File: config.mk
export PLATFORM = sky130hd
export DESIGN_NAME = rv32i_mc_ctrl_flat
export DESIGN_NICKNAME = d
export VERILOG_FILES = /design/src/rtl/rv32i_ctrl_pkg.sv /design/src/rtl/rv32i_mc_ctrl_if.sv /design/src/rtl/rv32i_decode.sv /design/src/rtl/rv32i_mc_ctrl.sv /design/src/flat_wrapper.sv
export SDC_FILE = /design/constraint.sdc
export NUM_CORES = 1
export LEC_CHECK = 0
export CORE_MARGIN = 2
export CORE_UTILIZATION = 45
export CTS_CLUSTER_SIZE = 16
export DETAILED_ROUTE_END_ITERATION = 6
export PLACE_DENSITY_LB_ADDON = 0.12
export RECOVER_POWER = 25
export SETUP_SLACK_MARGIN = 0.1
export SYNTH_ARGS = -nofsm -noshare
export SYNTH_HDL_FRONTEND = slang
export SYNTH_HIERARCHICAL = 1
export SYNTH_SLANG_ARGS = --single-unit
export TNS_END_PERCENT = 5
File: constraint.sdc
create_clock -name clk -period 7.6 [get_ports clk]
set_input_delay 1.14 -clock clk [delete_from_list [all_inputs] [get_ports clk]]
set_output_delay 1.14 -clock clk [all_outputs]
set_load 0.01 [all_outputs]
File: src/rtl/rv32i_ctrl_pkg.sv
// Shared definitions for the multi-cycle RV32I control unit: opcodes, ALU
// mode codes, FSM state encoding, trap causes, ctrl_bus field offsets and
// the select codes carried inside ctrl_bus.
package rv32i_ctrl_pkg;

  localparam int CTRL_W = 20;

  localparam logic [6:0] OPC_LUI      = 7'b0110111;
  localparam logic [6:0] OPC_AUIPC    = 7'b0010111;
  localparam logic [6:0] OPC_JAL      = 7'b1101111;
  localparam logic [6:0] OPC_JALR     = 7'b1100111;
  localparam logic [6:0] OPC_BRANCH   = 7'b1100011;
  localparam logic [6:0] OPC_LOAD     = 7'b0000011;
  localparam logic [6:0] OPC_STORE    = 7'b0100011;
  localparam logic [6:0] OPC_OP_IMM   = 7'b0010011;
  localparam logic [6:0] OPC_OP       = 7'b0110011;
  localparam logic [6:0] OPC_MISC_MEM = 7'b0001111;
  localparam logic [6:0] OPC_SYSTEM   = 7'b1110011;

  localparam logic [6:0]  F7_BASE     = 7'b0000000;
  localparam logic [6:0]  F7_ALT      = 7'b0100000;
  localparam logic [31:0] INST_ECALL  = 32'h0000_0073;
  localparam logic [31:0] INST_EBREAK = 32'h0010_0073;

  localparam logic [3:0] ALU_ADD  = 4'b0000;
  localparam logic [3:0] ALU_SUB  = 4'b0001;
  localparam logic [3:0] ALU_AND  = 4'b0010;
  localparam logic [3:0] ALU_OR   = 4'b0011;
  localparam logic [3:0] ALU_XOR  = 4'b0100;
  localparam logic [3:0] ALU_SLL  = 4'b0101;
  localparam logic [3:0] ALU_SRL  = 4'b0110;
  localparam logic [3:0] ALU_SRA  = 4'b0111;
  localparam logic [3:0] ALU_SLTU = 4'b1001;
  localparam logic [3:0] ALU_SLT  = 4'b1010;

  typedef enum logic [1:0] {
    ST_FETCH   = 2'd0,
    ST_EXECUTE = 2'd1,
    ST_MEM     = 2'd2,
    ST_TRAP    = 2'd3
  } state_t;

  localparam logic [2:0] CAUSE_NONE    = 3'd0;
  localparam logic [2:0] CAUSE_TIMEOUT = 3'd1;
  localparam logic [2:0] CAUSE_ILLEGAL = 3'd2;
  localparam logic [2:0] CAUSE_ECALL   = 3'd3;
  localparam logic [2:0] CAUSE_EBREAK  = 3'd4;

  // ctrl_bus field LSB positions
  localparam int B_REG_WE  = 19;
  localparam int B_PC_SEL  = 13;
  localparam int B_MEM_WE  = 3;

  localparam logic [1:0] PCSEL_PLUS4  = 2'b00;
  localparam logic [1:0] PCSEL_ALU    = 2'b01;
  localparam logic [1:0] PCSEL_TARGET = 2'b10;
  localparam logic [1:0] PCSEL_TRAP   = 2'b11;

  localparam logic [1:0] RSEL_MEM = 2'b00;
  localparam logic [1:0] RSEL_ALU = 2'b01;
  localparam logic [1:0] RSEL_PC4 = 2'b10;
  localparam logic [1:0] RSEL_IMM = 2'b11;

  localparam logic [2:0] IMM_NONE = 3'b000;
  localparam logic [2:0] IMM_S    = 3'b001;
  localparam logic [2:0] IMM_B    = 3'b010;
  localparam logic [2:0] IMM_I    = 3'b011;
  localparam logic [2:0] IMM_U    = 3'b100;
  localparam logic [2:0] IMM_J    = 3'b101;

  // Fetch drives only the memory-data input enable (bit 4).
  localparam logic [CTRL_W-1:0] CTRL_FETCH = 20'h00010;

  function automatic logic [3:0] alu_op(input logic [2:0] funct3, input logic alt);
    case (funct3)
      3'b000:  alu_op = alt ? ALU_SUB : ALU_ADD;
      3'b001:  alu_op = ALU_SLL;
      3'b010:  alu_op = ALU_SLT;
      3'b011:  alu_op = ALU_SLTU;
      3'b100:  alu_op = ALU_XOR;
      3'b101:  alu_op = alt ? ALU_SRA : ALU_SRL;
      3'b110:  alu_op = ALU_OR;
      default: alu_op = ALU_AND;
    endcase
  endfunction

endpackage

File: src/rtl/rv32i_mc_ctrl_if.sv
// Control-unit bus bundle.
//   master: the control unit (drives ctrl_bus, selects, enables, trap status, instret)
//   slave : memory/datapath/trap-handler side (drives inst, jump, mem_ready, trap_ack)
interface rv32i_mc_ctrl_if #(
  parameter int INSTRET_W = 32
);
  logic [31:0]          inst;
  logic                 jump;
  logic                 mem_ready;
  logic                 trap_ack;
  logic [19:0]          ctrl_bus;
  logic                 addrs_SEL;
  logic                 pc_EN;
  logic                 instr_EN;
  logic                 mem_req;
  logic                 retire;
  logic                 trap_valid;
  logic [2:0]           trap_cause;
  logic [INSTRET_W-1:0] instret;

  modport master (
    input  inst, jump, mem_ready, trap_ack,
    output ctrl_bus, addrs_SEL, pc_EN, instr_EN, mem_req, retire,
           trap_valid, trap_cause, instret
  );

  modport slave (
    output inst, jump, mem_ready, trap_ack,
    input  ctrl_bus, addrs_SEL, pc_EN, instr_EN, mem_req, retire,
           trap_valid, trap_cause, instret
  );
endinterface

File: src/rtl/rv32i_decode.sv
// Combinational RV32I decoder.
//   inst, jump -> ctrl (20-bit datapath control word), is_load, is_store,
//   illegal, ecall, ebreak. ctrl is all-zero for anything that traps.
module rv32i_decode
  import rv32i_ctrl_pkg::*;
#(
  parameter bit FENCE_AS_NOP = 1'b1
) (
  input  logic [31:0]       inst,
  input  logic              jump,
  output logic [CTRL_W-1:0] ctrl,
  output logic              is_load,
  output logic              is_store,
  output logic              illegal,
  output logic              ecall,
  output logic              ebreak
);
  logic [6:0] opcode, funct7;
  logic [2:0] funct3, imm_sel, mem_mode;
  logic [1:0] reg_sel, pc_sel;
  logic [3:0] alu_mode;
  logic       reg_we, rs1_sel, rs2_sel, alu_mem_en, mem_in_en, mem_we;
  logic       load_c, store_c, bad;

  assign opcode = inst[6:0];
  assign funct3 = inst[14:12];
  assign funct7 = inst[31:25];

  always_comb begin
    reg_we = 1'b0; rs1_sel = 1'b0; rs2_sel = 1'b0; alu_mem_en = 1'b0;
    mem_in_en = 1'b0; mem_we = 1'b0; reg_sel = RSEL_MEM; pc_sel = PCSEL_PLUS4;
    imm_sel = IMM_NONE; alu_mode = ALU_ADD; mem_mode = 3'b000;
    load_c = 1'b0; store_c = 1'b0; bad = 1'b0; ecall = 1'b0; ebreak = 1'b0;
    case (opcode)
      OPC_LUI: begin
        reg_we = 1'b1; reg_sel = RSEL_IMM; imm_sel = IMM_U;
      end
      OPC_AUIPC: begin
        reg_we = 1'b1; rs1_sel = 1'b1; rs2_sel = 1'b1; reg_sel = RSEL_ALU; imm_sel = IMM_U;
      end
      OPC_JAL: begin
        reg_we = 1'b1; reg_sel = RSEL_PC4; pc_sel = PCSEL_TARGET; imm_sel = IMM_J;
      end
      OPC_JALR: begin
        reg_we = 1'b1; rs2_sel = 1'b1; reg_sel = RSEL_PC4; pc_sel = PCSEL_ALU; imm_sel = IMM_I;
        bad = (funct3 != 3'b000);
      end
      OPC_BRANCH: begin
        imm_sel  = IMM_B;
        alu_mode = (funct3[2:1] == 2'b00) ? ALU_SUB : (funct3[1] ? ALU_SLTU : ALU_SLT);
        // jump is the raw comparator result; BNE branches on its inverse.
        pc_sel   = (jump ^ (funct3 == 3'b001)) ? PCSEL_TARGET : PCSEL_PLUS4;
        bad      = (funct3[2:1] == 2'b01);
      end
      OPC_LOAD: begin
        reg_we = 1'b1; rs2_sel = 1'b1; reg_sel = RSEL_MEM; imm_sel = IMM_I;
        alu_mem_en = 1'b1; mem_in_en = 1'b1; mem_mode = funct3; load_c = 1'b1;
        bad = (funct3 == 3'b011) || (funct3[2:1] == 2'b11);
      end
      OPC_STORE: begin
        rs2_sel = 1'b1; imm_sel = IMM_S; alu_mem_en = 1'b1; mem_we = 1'b1;
        mem_mode = funct3; store_c = 1'b1;
        bad = (funct3 > 3'b010);
      end
      OPC_OP_IMM: begin
        reg_we = 1'b1; rs2_sel = 1'b1; reg_sel = RSEL_ALU; imm_sel = IMM_I;
        // funct7 only qualifies the shifts; for the rest those bits are immediate.
        alu_mode = alu_op(funct3, funct7[5] && (funct3 == 3'b101));
        bad = ((funct3 == 3'b001) && (funct7 != F7_BASE)) ||
              ((funct3 == 3'b101) && (funct7 != F7_BASE) && (funct7 != F7_ALT));
      end
      OPC_OP: begin
        reg_we = 1'b1; reg_sel = RSEL_ALU; alu_mode = alu_op(funct3, funct7[5]);
        bad = !((funct7 == F7_BASE) ||
                ((funct7 == F7_ALT) && ((funct3 == 3'b000) || (funct3 == 3'b101))));
      end
      OPC_MISC_MEM: bad = !FENCE_AS_NOP;
      OPC_SYSTEM: begin
        ecall  = (inst == INST_ECALL);
        ebreak = (inst == INST_EBREAK);
        bad    = !(ecall || ebreak);
      end
      default: bad = 1'b1;
    endcase

    illegal  = bad;
    is_load  = load_c && !bad;
    is_store = store_c && !bad;
    if (bad || ecall || ebreak)
      ctrl = '0;
    else
      ctrl = {reg_we, rs1_sel, rs2_sel, reg_sel, pc_sel, imm_sel, alu_mode,
              alu_mem_en, mem_in_en, mem_we, mem_mode};
  end
endmodule

File: src/rtl/rv32i_mc_ctrl.sv
// Multi-cycle RV32I control unit: FETCH -> EXECUTE -> (MEM) -> FETCH, with
// memory wait states, bus timeout, illegal/ECALL/EBREAK trapping and a
// retired-instruction counter.
//   clk, reset : clock, synchronous active-high reset (forces all outputs to 0)
//   bus        : master side of rv32i_mc_ctrl_if (inst/jump/mem_ready/trap_ack in;
//                ctrl_bus, selects, enables, retire, trap status, instret out)
module rv32i_mc_ctrl
  import rv32i_ctrl_pkg::*;
#(
  parameter int MEM_TIMEOUT  = 16,
  parameter int TIMER_W      = 5,
  parameter int INSTRET_W    = 32,
  parameter bit FENCE_AS_NOP = 1'b1
) (
  input  logic             clk,
  input  logic             reset,
  rv32i_mc_ctrl_if.master  bus
);
  logic [CTRL_W-1:0]    dec_ctrl, ctrl_c;
  logic                 is_load, is_store, illegal, ecall, ebreak, timeout;
  logic                 addrs_sel_c, pc_en_c, instr_en_c, mem_req_c, retire_c;
  state_t               state;
  logic [TIMER_W-1:0]   wait_cnt;
  logic [2:0]           cause_q;
  logic [INSTRET_W-1:0] instret_q;

  rv32i_decode #(.FENCE_AS_NOP(FENCE_AS_NOP)) u_decode (
    .inst(bus.inst), .jump(bus.jump), .ctrl(dec_ctrl), .is_load(is_load),
    .is_store(is_store), .illegal(illegal), .ecall(ecall), .ebreak(ebreak)
  );

  // Fires in the cycle whose missing mem_ready would complete MEM_TIMEOUT
  // waited cycles; a mem_ready in that same cycle still completes normally.
  assign timeout = (MEM_TIMEOUT != 0) && !bus.mem_ready &&
                   ((wait_cnt + 1'b1) == TIMER_W'(MEM_TIMEOUT));

  always_ff @(posedge clk) begin
    if (reset) begin
      state     <= ST_FETCH;
      wait_cnt  <= '0;
      cause_q   <= CAUSE_NONE;
      instret_q <= '0;
    end else begin
      if (retire_c) instret_q <= instret_q + 1'b1;
      // The counter is held at 0 outside FETCH/MEM and cleared on every exit,
      // so each FETCH/MEM visit starts counting from 0.
      wait_cnt <= '0;
      case (state)
        ST_FETCH, ST_MEM: begin
          if (bus.mem_ready) begin
            state <= (state == ST_FETCH) ? ST_EXECUTE : ST_FETCH;
          end else if (timeout) begin
            state   <= ST_TRAP;
            cause_q <= CAUSE_TIMEOUT;
          end else begin
            wait_cnt <= wait_cnt + 1'b1;
          end
        end
        ST_EXECUTE: begin
          if (illegal) begin
            state <= ST_TRAP; cause_q <= CAUSE_ILLEGAL;
          end else if (ecall) begin
            state <= ST_TRAP; cause_q <= CAUSE_ECALL;
          end else if (ebreak) begin
            state <= ST_TRAP; cause_q <= CAUSE_EBREAK;
          end else if (is_load || is_store) begin
            state <= ST_MEM;
          end else begin
            state <= ST_FETCH;
          end
        end
        default: begin
          if (bus.trap_ack) begin
            state   <= ST_FETCH;
            cause_q <= CAUSE_NONE;
          end
        end
      endcase
    end
  end

  always_comb begin
    ctrl_c = '0; addrs_sel_c = 1'b0; pc_en_c = 1'b0;
    instr_en_c = 1'b0; mem_req_c = 1'b0; retire_c = 1'b0;
    case (state)
      ST_FETCH: begin
        ctrl_c = CTRL_FETCH; addrs_sel_c = 1'b1; mem_req_c = 1'b1;
        instr_en_c = bus.mem_ready;
      end
      ST_EXECUTE: begin
        ctrl_c = dec_ctrl;
        // Traps and memory ops commit nothing here; memory ops commit in MEM.
        if (illegal || ecall || ebreak || is_load || is_store) begin
          ctrl_c[B_REG_WE] = 1'b0;
          ctrl_c[B_MEM_WE] = 1'b0;
        end else begin
          pc_en_c  = 1'b1;
          retire_c = 1'b1;
        end
      end
      ST_MEM: begin
        ctrl_c = dec_ctrl;
        mem_req_c = 1'b1;
        ctrl_c[B_REG_WE] = dec_ctrl[B_REG_WE] && bus.mem_ready;
        pc_en_c  = bus.mem_ready;
        retire_c = bus.mem_ready;
      end
      default: begin
        if (bus.trap_ack) begin
          pc_en_c = 1'b1;
          ctrl_c[B_PC_SEL +: 2] = PCSEL_TRAP;
        end
      end
    endcase
  end

  assign bus.ctrl_bus   = reset ? '0 : ctrl_c;
  assign bus.addrs_SEL  = !reset && addrs_sel_c;
  assign bus.pc_EN      = !reset && pc_en_c;
  assign bus.instr_EN   = !reset && instr_en_c;
  assign bus.mem_req    = !reset && mem_req_c;
  assign bus.retire     = !reset && retire_c;
  assign bus.trap_valid = !reset && (state == ST_TRAP);
  assign bus.trap_cause = reset ? CAUSE_NONE : cause_q;
  assign bus.instret    = reset ? '0 : instret_q;
endmodule

File: src/flat_wrapper.sv
// flat-port wrapper written by rule: the top's interface ports become plain ports
module rv32i_mc_ctrl_flat import rv32i_ctrl_pkg::*;
#(
  parameter int MEM_TIMEOUT  = 16,
  parameter int TIMER_W      = 5,
  parameter int INSTRET_W    = 32,
  parameter bit FENCE_AS_NOP = 1'b1
)
  (clk, reset, bus_inst, bus_jump, bus_mem_ready, bus_trap_ack, bus_ctrl_bus, bus_addrs_SEL, bus_pc_EN, bus_instr_EN, bus_mem_req, bus_retire, bus_trap_valid, bus_trap_cause, bus_instret);
  rv32i_mc_ctrl_if #(.INSTRET_W(INSTRET_W)) bus_i ();
  input  logic clk;
  input  logic reset;
  input wire logic [$bits(bus_i.inst)-1:0] bus_inst;
  input wire logic [$bits(bus_i.jump)-1:0] bus_jump;
  input wire logic [$bits(bus_i.mem_ready)-1:0] bus_mem_ready;
  input wire logic [$bits(bus_i.trap_ack)-1:0] bus_trap_ack;
  output wire logic [$bits(bus_i.ctrl_bus)-1:0] bus_ctrl_bus;
  output wire logic [$bits(bus_i.addrs_SEL)-1:0] bus_addrs_SEL;
  output wire logic [$bits(bus_i.pc_EN)-1:0] bus_pc_EN;
  output wire logic [$bits(bus_i.instr_EN)-1:0] bus_instr_EN;
  output wire logic [$bits(bus_i.mem_req)-1:0] bus_mem_req;
  output wire logic [$bits(bus_i.retire)-1:0] bus_retire;
  output wire logic [$bits(bus_i.trap_valid)-1:0] bus_trap_valid;
  output wire logic [$bits(bus_i.trap_cause)-1:0] bus_trap_cause;
  output wire logic [$bits(bus_i.instret)-1:0] bus_instret;
  assign bus_i.inst = bus_inst;
  assign bus_i.jump = bus_jump;
  assign bus_i.mem_ready = bus_mem_ready;
  assign bus_i.trap_ack = bus_trap_ack;
  assign bus_ctrl_bus = bus_i.ctrl_bus;
  assign bus_addrs_SEL = bus_i.addrs_SEL;
  assign bus_pc_EN = bus_i.pc_EN;
  assign bus_instr_EN = bus_i.instr_EN;
  assign bus_mem_req = bus_i.mem_req;
  assign bus_retire = bus_i.retire;
  assign bus_trap_valid = bus_i.trap_valid;
  assign bus_trap_cause = bus_i.trap_cause;
  assign bus_instret = bus_i.instret;
  rv32i_mc_ctrl #(.MEM_TIMEOUT(MEM_TIMEOUT), .TIMER_W(TIMER_W), .INSTRET_W(INSTRET_W), .FENCE_AS_NOP(FENCE_AS_NOP)) u_core (.clk(clk), .reset(reset), .bus(bus_i));
endmodule
==> qor.txt <==
Reg power frac = 0.382
Startpoint class of the critical path = input pin
IO Pins = 98
Vias per cell = 5.48
Total power = 616 uW
Synth Flop Type = dfxtp_1
Die Span Y = 89.9 um
Total GRT Usage = 0.217
Post-CTS resize count = 0
Post-synth ARST share = 0
Initial antenna violation count = 0
DPL Wire Length = 6.66 mm
Max Freq = 164 MHz
Hold buffer count at CTS = 0
Slew Limit Headroom = -1.15
Root buf cell = clkbuf_8
CTS tree = yes
Pin count of the biggest net entering global routing = 83
Fin. Hold Viols = 0
Initial cell density of the core = 0.460
Via count = 3,405
Mapped cell area = 0.00332 mm^2
Vias in the first global route = 3,177
EDFF count, synth = 0
Area Growth Syn to Fin = 32.4%
PwrDens = 140 mW/mm^2
Syn nets = 491
Critical-path maximum fanout = 19
Largest area contributor in the netlist = dfxtp_1
Longest Clk Path Bufs = 2
Drt wl/cell = 14.5 um
GP Congestion = 0.887
Crit. End Element = primary output
DRT Wirelength = 8.98 mm
Setup Viol. Count Final = 0
Clk slew on worst S/H paths = 0.08 ns
Switching Share = 0.324
Hold Crit Class = flop to flop
Non-filler cells, final = 621
P_sw = 200 uW
CTS Sinks = 42
Setup TNS = 0 ns
Final Max Slew Viols = 83
Die area = 0.00808 mm^2
Pleak = 0.00160 uW
Worst slew pin tran = 3.22 ns
Status = finished with violations
Yosys warns = 6
First-pass GRT wire length = 15.0 mm
Layout cell share with drive strength beyond 1 = 0.0651
DRC errors left = 0
CTS H-Tree Depth = 2
Max IR drop VDD = 0.0963 mV
Iteration-0 DRC count of the detailed router = 165
Most common cell in the netlist = nor2_1
Fin crit period = 6.10 ns
Core Util, Final = 0.609
Failing checks = max-capacitance violations, max-slew violations
Worst Clk Skew = 0.00753 ns
Setup CP Type = input pin to primary output
Num CTS Buffers = 5
First drt pass iteration count = 4
Tcrit/Tclk final = 0.802
RSZ-0062 raised after global routing = false
CP required = 6.46 ns
Core area = 0.00721 mm^2
Clk network pwr share = 0.299
Sequential element share of the synthesized area = 0.253
Die W = 89.9 um
Post-synth top area share = 0.253
# port buffers = 97
Synth top area cells = dfxtp_1, nor2b_1, nor2_1
Clk_lat worst skew = 0.30 ns
Post-Synthesis Cells = 446
Total internal power = 416 uW
# fillers = 694
Post-route ant nets = 0
Commonest cells post-synth = nor2_1, dfxtp_1, nor2b_1, nand2_1
Dpl cells = 614
Post-layout net count = 567
Placement row count = 31
Combinational power share = 0.319
Post-place instance area = 0.00428 mm^2
Unique masters post-synth = 62
Synthesized area per cell = 7.44 um^2
Worst Path Arrival = 4.96 ns
Antenna Cells = 0
Max-cap viol count = 1
Setup bufs post-CTS = 0
Synthesized flop and latch total = 42
Global route total overflow = 0
Fin area = 0.00439 mm^2
-- metal layers --
metal	vias up	GRT usage	wire [um]
met5	-	0	0
met4	0	0.0564	95
met3	10	0.0612	541
met2	95	0.360	4240
met1	1567	0.279	4110
li1	1733	-	-
-- power groups by stage --
stage	combinational [uW]	clock [uW]	sequential, uW
after CTS	197	189	236
after global routing	219	197	237
final	196	184	235
after global placement	194	0	240
after floorplan	130	0	239
after detailed placement	196	0	240
-- placed cells by master, fill, tap and decap left out, types with 3 or more instances in the layout --
| cell type | netlist | routed |
|---|---|---|
| and3_1 | 6 | 6 |
| inv_1 | 13 | 13 |
| nand4b_1 | 4 | 4 |
| nor4_1 | 15 | 15 |
| nor3b_1 | 6 | 6 |
| nand2b_1 | 4 | 4 |
| a31oi_1 | 5 | 5 |
| o211ai_1 | 3 | 3 |
| mux2_2 | 13 | 13 |
| dlygate4sd3_1 | 0 | 20 |
| xnor2_1 | 11 | 11 |
| nor3_1 | 21 | 21 |
| and2_1 | 21 | 20 |
| o21bai_1 | 3 | 3 |
| dfxtp_1 | 42 | 42 |
| clkdlybuf4s50_1 | 0 | 76 |
| a21oi_1 | 11 | 11 |
| xor2_1 | 9 | 9 |
| o21ai_0 | 15 | 15 |
| nor2_1 | 54 | 54 |
| nand3_1 | 20 | 20 |
| ha_1 | 8 | 8 |
| clkbuf_8 | 0 | 6 |
| nand4_1 | 16 | 16 |
| nor2b_1 | 41 | 41 |
| o21a_1 | 3 | 3 |
| nand2_1 | 27 | 27 |
| or4_1 | 5 | 5 |
-- flip-flops by register name, summed over array words and instances, names as in the netlist --
name              flops
u_core/state          2
u_core/wait_cnt       5
u_core/instret_q     32
u_core/cause_q        3
-- through the flow --
stage / setup WS [ns] / hold slack [ns]
floorplan: 2.99 / 0.441
global placement: 1.63 / 0.458
detailed placement: 1.52 / 0.478
global route: 1.20 / 0.531
finish: 1.50 / 0.491
CTS: 1.54 / 0.498
-- final cells by class --
cell class / count / area (um^2) / share of cell area
clock buffer: 6 / 82.6 / 0.0188
sequential: 42 / 841 / 0.191
multi-input combinational: 361 / 2290 / 0.521
clock inverter: 1 / 30.0 / 0.00684
timing repair buffer: 99 / 977 / 0.222
tap: 99 / 124 / 0.0282
inverter: 13 / 48.8 / 0.0111
-- worst max-delay path: stages --
cell	delay (ns)
clkdlybuf4s50_1	0.85
and3b_1	0.32
o211ai_2	0.14
nand4_2	0.20
or4b_1	0.59
nor2_2	0.31
a41oi_2	0.40
nor2_1	0.29
and2_1	0.18
clkdlybuf4s50_1	0.53
-- kinds of logic (layout without fill, tap and decap cells) --
group	after synthesis	count (layout)	share of synthesized area
compound gates	61	61	0.128
fa+ha+maj	8	8	0.0302
flops	42	42	0.253
mux	13	13	0.0441
buf+inv	43	119	0.0566
xor+xnor	20	20	0.0528
simple gates	259	259	0.435
-- final timing paths --
kind / start / endpoint / slack [ns] / depth (start not counted)
worst min-delay path: u_core/wait_cnt[0] / u_core/wait_cnt[0] / 0.49 / 1
worst max-delay path: bus_inst[4] / bus_ctrl_bus[19] / 1.50 / 10
worst min register to register: u_core/wait_cnt[0] / u_core/wait_cnt[0] / 0.49 / 1
worst max register to register: u_core/state[1] / u_core/instret_q[20] / 4.92 / 6
No activity file was read; power rests on OpenSTA's default activity.
